File: config.mk
export PLATFORM = sky130hd
export DESIGN_NAME = pc_gen_unit
export DESIGN_NICKNAME = d
export VERILOG_FILES = /design/src/rtl/pc_gen_unit.sv
export SDC_FILE = /design/constraint.sdc
export NUM_CORES = 1
export LEC_CHECK = 0
export ABC_CLOCK_PERIOD_IN_PS = 3100
export CORE_MARGIN = 2
export CORE_UTILIZATION = 35
export DETAILED_ROUTE_END_ITERATION = 8
export PLACE_DENSITY = 0.66
export SLEW_MARGIN = 20
export SYNTH_ARGS = -nofsm -noshare
export SYNTH_HDL_FRONTEND = slang
export SYNTH_SLANG_ARGS = --single-unit
export TNS_END_PERCENT = 100
File: constraint.sdc
create_clock -name clk -period 3.1 [get_ports clk]
set_input_delay 0.31 -clock clk [delete_from_list [all_inputs] [get_ports clk]]
set_output_delay 0.31 -clock clk [all_outputs]
set_load 0.01 [all_outputs]
File: src/rtl/pc_gen_unit.sv
// pc_gen_unit: IF-stage program counter with prioritised trap/mret/redirect select,
// fetch handshake to imem, exception-PC capture and an accepted-fetch counter.
module pc_gen_unit #(
  parameter int               Width     = 32,
  parameter logic [Width-1:0] RESET_VEC = '0,
  parameter logic [Width-1:0] TRAP_VEC  = Width'(32'h0000_0100),
  parameter int               INC       = 4,
  parameter int               CNT_W     = 16
) (
  input  logic             clk,
  input  logic             reset,
  input  logic             stall,
  input  logic             imem_ready,
  input  logic             redirect,
  input  logic [Width-1:0] redirect_pc,
  input  logic             trap,
  input  logic [Width-1:0] trap_pc,
  input  logic             mret,
  output logic [Width-1:0] PC,
  output logic [Width-1:0] PC_plus,
  output logic             fetch_valid,
  output logic [Width-1:0] epc,
  output logic             cause,
  output logic [CNT_W-1:0] fetch_cnt
);
  typedef enum logic [1:0] {BOOT, RUN, FLUSH} state_t;
  localparam logic [Width-1:0] INC_V = Width'(INC);
  localparam logic [Width-1:0] MASK  = Width'(INC - 1);
  state_t           state_q, state_d;
  logic [Width-1:0] pc_q, pc_d, epc_q, epc_d;
  logic             cause_q, cause_d;
  logic [CNT_W-1:0] cnt_q, cnt_d;
  logic             accept, misaligned;
  assign fetch_valid = state_q == RUN;
  assign accept      = fetch_valid & imem_ready & ~stall;
  assign misaligned  = (redirect_pc & MASK) != '0;
  assign PC          = pc_q;
  assign PC_plus     = pc_q + INC_V;
  assign epc         = epc_q;
  assign cause       = cause_q;
  assign fetch_cnt   = cnt_q;
  // control-flow changes ignore stall/imem_ready; the counter still sees the accept
  always_comb begin
    pc_d    = pc_q;
    epc_d   = epc_q;
    cause_d = cause_q;
    state_d = RUN;
    cnt_d   = cnt_q + CNT_W'(accept);
    if (trap) begin
      pc_d    = TRAP_VEC;
      epc_d   = trap_pc;
      cause_d = 1'b1;
      state_d = FLUSH;
    end else if (mret) begin
      pc_d    = epc_q;
      state_d = FLUSH;
    end else if (redirect && misaligned) begin
      pc_d    = TRAP_VEC;
      epc_d   = redirect_pc;
      cause_d = 1'b0;
      state_d = FLUSH;
    end else if (redirect) begin
      pc_d = redirect_pc;
    end else if (accept) begin
      pc_d = PC_plus;
    end
  end
  always_ff @(posedge clk) begin
    if (!reset) begin
      state_q <= BOOT;
      pc_q    <= RESET_VEC;
      epc_q   <= '0;
      cause_q <= 1'b0;
      cnt_q   <= '0;
    end else begin
      state_q <= state_d;
      pc_q    <= pc_d;
      epc_q   <= epc_d;
      cause_q <= cause_d;
      cnt_q   <= cnt_d;
    end
  end
endmodule

After elaboration in Yosys (flattened, before gate mapping) --
Cells that the tools add are included. Widths: inputs -> output; s select.
Storage, ports and cells: register bits after elaboration 83, bits of input ports 71, output and inout bits 114, logic and storage cells 37
Cells by class: add/sub/neg operators 2, equality and inequality tests 2, mux-type cells 14, bitwise operators 4, reductions and logical operators 8
Operator list (number):
- $mux 32 | 7
- $add 32x3->32 const B | 1
- $reduce_bool 32->1 | 1
- $add 16x1->16 | 1
- $mux 9 | 1
- $mux 2 | 3
- $reduce_bool 5->1 | 1
- $reduce_bool 4->1 | 1
- $mux 1 | 3
- $reduce_or 3->1 | 1
- $and 1x1->1 | 2
- $eq 2x1->1 const B | 1
- $ne 2x2->1 const B | 1
- $not 1->1 | 2
- $reduce_and 2->1 | 1
- $reduce_bool 2->1 | 1
- $reduce_or 2->1 | 1
- $logic_and 1x1->1 | 1

Depth between registers and ports, before layout --
depth after elaboration 8, mapped depth 10, mapped depth without buffers 8

Worst setup path after synthesis --
OpenSTA, ideal clock, no wires.
path type input -> register, start point in stall, end point reg cnt_q[12], in the netlist fetch_cnt[12], setup time 0.115 ns, arrival time 2.351 ns, data required time 2.985 ns, slack 0.634 ns, stages 10, path buffers 2, cell sequence nand4bb_1 clkbuf_1 inv_1 clkbuf_1 ha_1 ha_1 nand3_1 or3_1 xnor2_1 and2_1
On the way: word-level cells in the longest chain between the ends 3
Ends and longest elaborated chain:
- start, declared | line 12 | input logic stall,
- $not 1->1 | line 35 | assign accept = fetch_valid & imem_ready & ~stall;
- $and 1x1->1 | line 35
- $add 16x1->16 | line 48 | cnt_d = cnt_q + CNT_W'(accept);
- end signal, assigned | line 80 | cnt_q <= cnt_d;
- end, declared | line 32 | logic [CNT_W-1:0] cnt_q, cnt_d;
Every way passes these cells. A chain may end at the register's enable or synchronous reset.

Worst setup path after layout --
start point reg pc_q[12], in the netlist PC[12], end point out PC_plus[28]
On the way: word-level cells in the longest chain between the ends 1
Ends and longest elaborated chain:
- start, declared | line 30 | logic [Width-1:0] pc_q, pc_d, epc_q, epc_d;
- start signal, assigned | line 77 | pc_q <= pc_d;
- $add 32x3->32 | line 38 | assign PC_plus = pc_q + INC_V;
- end, declared | line 20 | output logic [Width-1:0] PC_plus,
Every way passes these cells.

==> flow_summary.ini <==
[cells_and_area]
layout_common_cells = clkdlybuf4s50_1 (183), dfxtp_1 (81), nand2_1 (56), and2_1 (56), o21ai_0 (55)
design_area_sq_um = 7360
nets = 859
drive_gt1_share_pct = 8.35
fin_cells = 970
multi_input_area_sq_um = 3090
nFillCells = 1273
num_antenna_cells = 0
final_common_cell = clkdlybuf4s50_1
regArea_sq_um = 1660
area_growth_pct = 49.6

[critical_path]
critical_path_class = reg -> out
crit_slowest_cell = clkdlybuf4s50_1
worstPathArrival_ns = 2.69
cp_max_fo = 7
r2r_setup_slack_ns = 0.87
timing.rr.end = PC[28]
cp_data_required_time_ns = 2.79
cpPeakStageDelay_ns = 0.57
cp_cell_sequence = nand4_1 -> buf_4 -> or2_0 -> or3_4 -> xnor2_1 -> clkdlybuf4s50_1
setup.worst_path.start_class = flop
crit_start = PC[12]
r2r_cells = 6
end_kind = primary output
reg2reg_from = PC[12]
endpoint = PC_plus[28]

[synthesis]
yosys.area_share.simple_pct = 26.4
ys_types = 62
syn_area_sq_um = 4920
yosys.area.top_type = dfxtp_1
ys_warn_count = 0
ys_seq_elements = 83
synth_adder_area_share_pct = 0.763
syn-num-nets = 680
synth_edf_count = 0
avgSynthCellArea_sq_um = 8.12
muxShareOfSynthArea_pct = 8.65
async_reset_ff_share_pct = 0
synth_cells = 606
ys.flop_type = dfxtp_1
yosysSeqAreaShare_pct = 33.8
synth_compound_area_share_pct = 18.3
synth_top_area_share_pct = 33.8
synth_area_leaders = dfxtp_1 (34%), mux2i_1 (8.3%), and2_1 (7.1%)
synth_top_family_by_area = simple AND/OR/NAND/NOR gates
synthXorXnorAreaFrac_pct = 7.83

[power_and_ir_drop]
ir_worst_vdd_mv = 0.291
leakage_nw = 2.73
p_per_area_nw_per_um2 = 379
finalPower_mw = 2.79

[die]
die_area_sq_um = 15000
initial_core_util_pct = 35.6
ios = 185
rows = 43
die_width_um = 123
core_sq_um = 13800
die_h_um = 123

[timing]
setup_ws_ns = 0.0981
finalMaxSlewViolations = 0
period_minus_slack_ns = 3.00
tightest_slew_ns = 0.627
setup_violations = 0
post-route-period-util_pct = 96.8
skew_ns = 0.00732
max_freq_mhz = 333
slew_headroom_pct = 58.2
hold_viol = 0

[route]
drt_iter0_drc = 378
drtPass1Iterations = 5
wl_per_cell_um = 18.0
ant_nets = 0
viasPerCell = 5.30
drc = 0
num_vias = 5137
wl_um = 17400

[worst_hold_path]
hold_depth = 4
hp-class = in -> reg

[place]
hpwl_um = 13200
dpl.cell_count = 952
dp_slack_ns = 0.302
io_buffers = 184
gp_congestion = 0.925
dpl_cell_area_sq_um = 7000

[global_routing]
grt_start_max_net_pins = 68
grt_pass1_vias = 4876
antenna_found_initial = 0
grt_overflow = 0
gr-usage-met3_pct = 7.81
grt_pass1_wl_um = 26700
use_met2_pct = 35.1
groute.usage.overall_pct = 23.2
grt.busiest_layer = met2
use_met1_pct = 31.5

[cts]
ctsHoldBuffers = 0
clk_pin_slew_ns = 0.07
clock_sinks = 83
h-tree-depth = 3
cts_buffers = 9
clk-insertion-delay-late_ns = 0.35
cts_tree = yes
root_buffer = clkbuf_16
cts_max_path_buffers = 2

[run]
drv_cap = 0

[run_status]
outcome = completed
[layout make-up]
type                            instances  area share [%]
Clock buffer                           12            3.62
Clock inverter                          4           0.748
Inverter                               11           0.561
Multi-Input combinational cell        471            41.9
Sequential cell                        83            22.6
Tap cell                              180            3.06
Timing Repair Buffer                  209            27.5
[metrics by stage]
step                      hold slack, ns  util, %  TNS (ns)
after CTS                          0.497     53.0         0
after global routing               0.516     53.2  -0.00723
after floorplan                    0.448        -         0
final                              0.507     53.2         0
after detailed placement           0.511     50.6         0
after global placement             0.506     50.6         0
[cell families after synthesis]
logic type,count (synthesis)
AND/OR/NAND/NOR,238
AO/OA/AOI/OAI,144
flip-flops,83
buffers and inverters,52
XOR/XNOR,44
multiplexers,42
adder cells (fa/ha/maj),3
[power breakdown]
group | internal [mW] | total [mW] | switching [mW]
Combinational | 0.259 | 0.480 | 0.221
Sequential | 1.11 | 1.15 | 0.0409
Clock | 0.695 | 1.16 | 0.469
[repair_timing]
action | CTS | global route
cloned | 0 | 0
setup buffers | 0 | 2
hold endpoints to repair | 0 | 0
gates resized for setup | 1 | 7
setup endpoints to repair | 1 | 7
pin swaps | 0 | 1
[cells in the mapped netlist (6+ instances only)]
cell type and number:
dfxtp_1 83, and2_1 56, nand2_1 56, o21ai_0 55, mux2i_1 41, clkbuf_1 32, xnor2_1 31, a21oi_1 29
nand3_1 27, nor2_1 25, nand4_1 15, xor2_1 13, nor3_1 12, a22oi_1 10, inv_1 10, and3_1 9
a31oi_1 6, o211ai_1 6
[how the worst min path moves through the flow]
| stage | start | end |
|---|---|---|
| floorplan | reset | PC[8] |
| global placement | PC[3] | PC[3] |
| detailed placement | epc[1] | PC[1] |
| CTS | trap | PC[26] |
| global route | trap | PC[26] |
| finish | trap | PC[26] |
[metal layers]
layer | part of all wire [%] | vias to the layer above
li1 | - | 2518
met1 | 45 | 2399
met2 | 44 | 193
met3 | 8.2 | 27
met4 | 2.4 | 0
met5 | 0 | -
[critical path: cells and delay by family, from the launching register on]
kind	cells	cell delay [ns]
AND/OR/NAND/NOR	3	0.92
flip-flops	1	0.46
buffers and inverters	2	0.78
XOR/XNOR	1	0.18
[registers in the layout (all words and copies together) (netlist names)]
name,count
PC,32
epc,32
fetch_cnt,16
state_q,2
cause,1
Note: power is estimated with default switching activity, not from simulation.
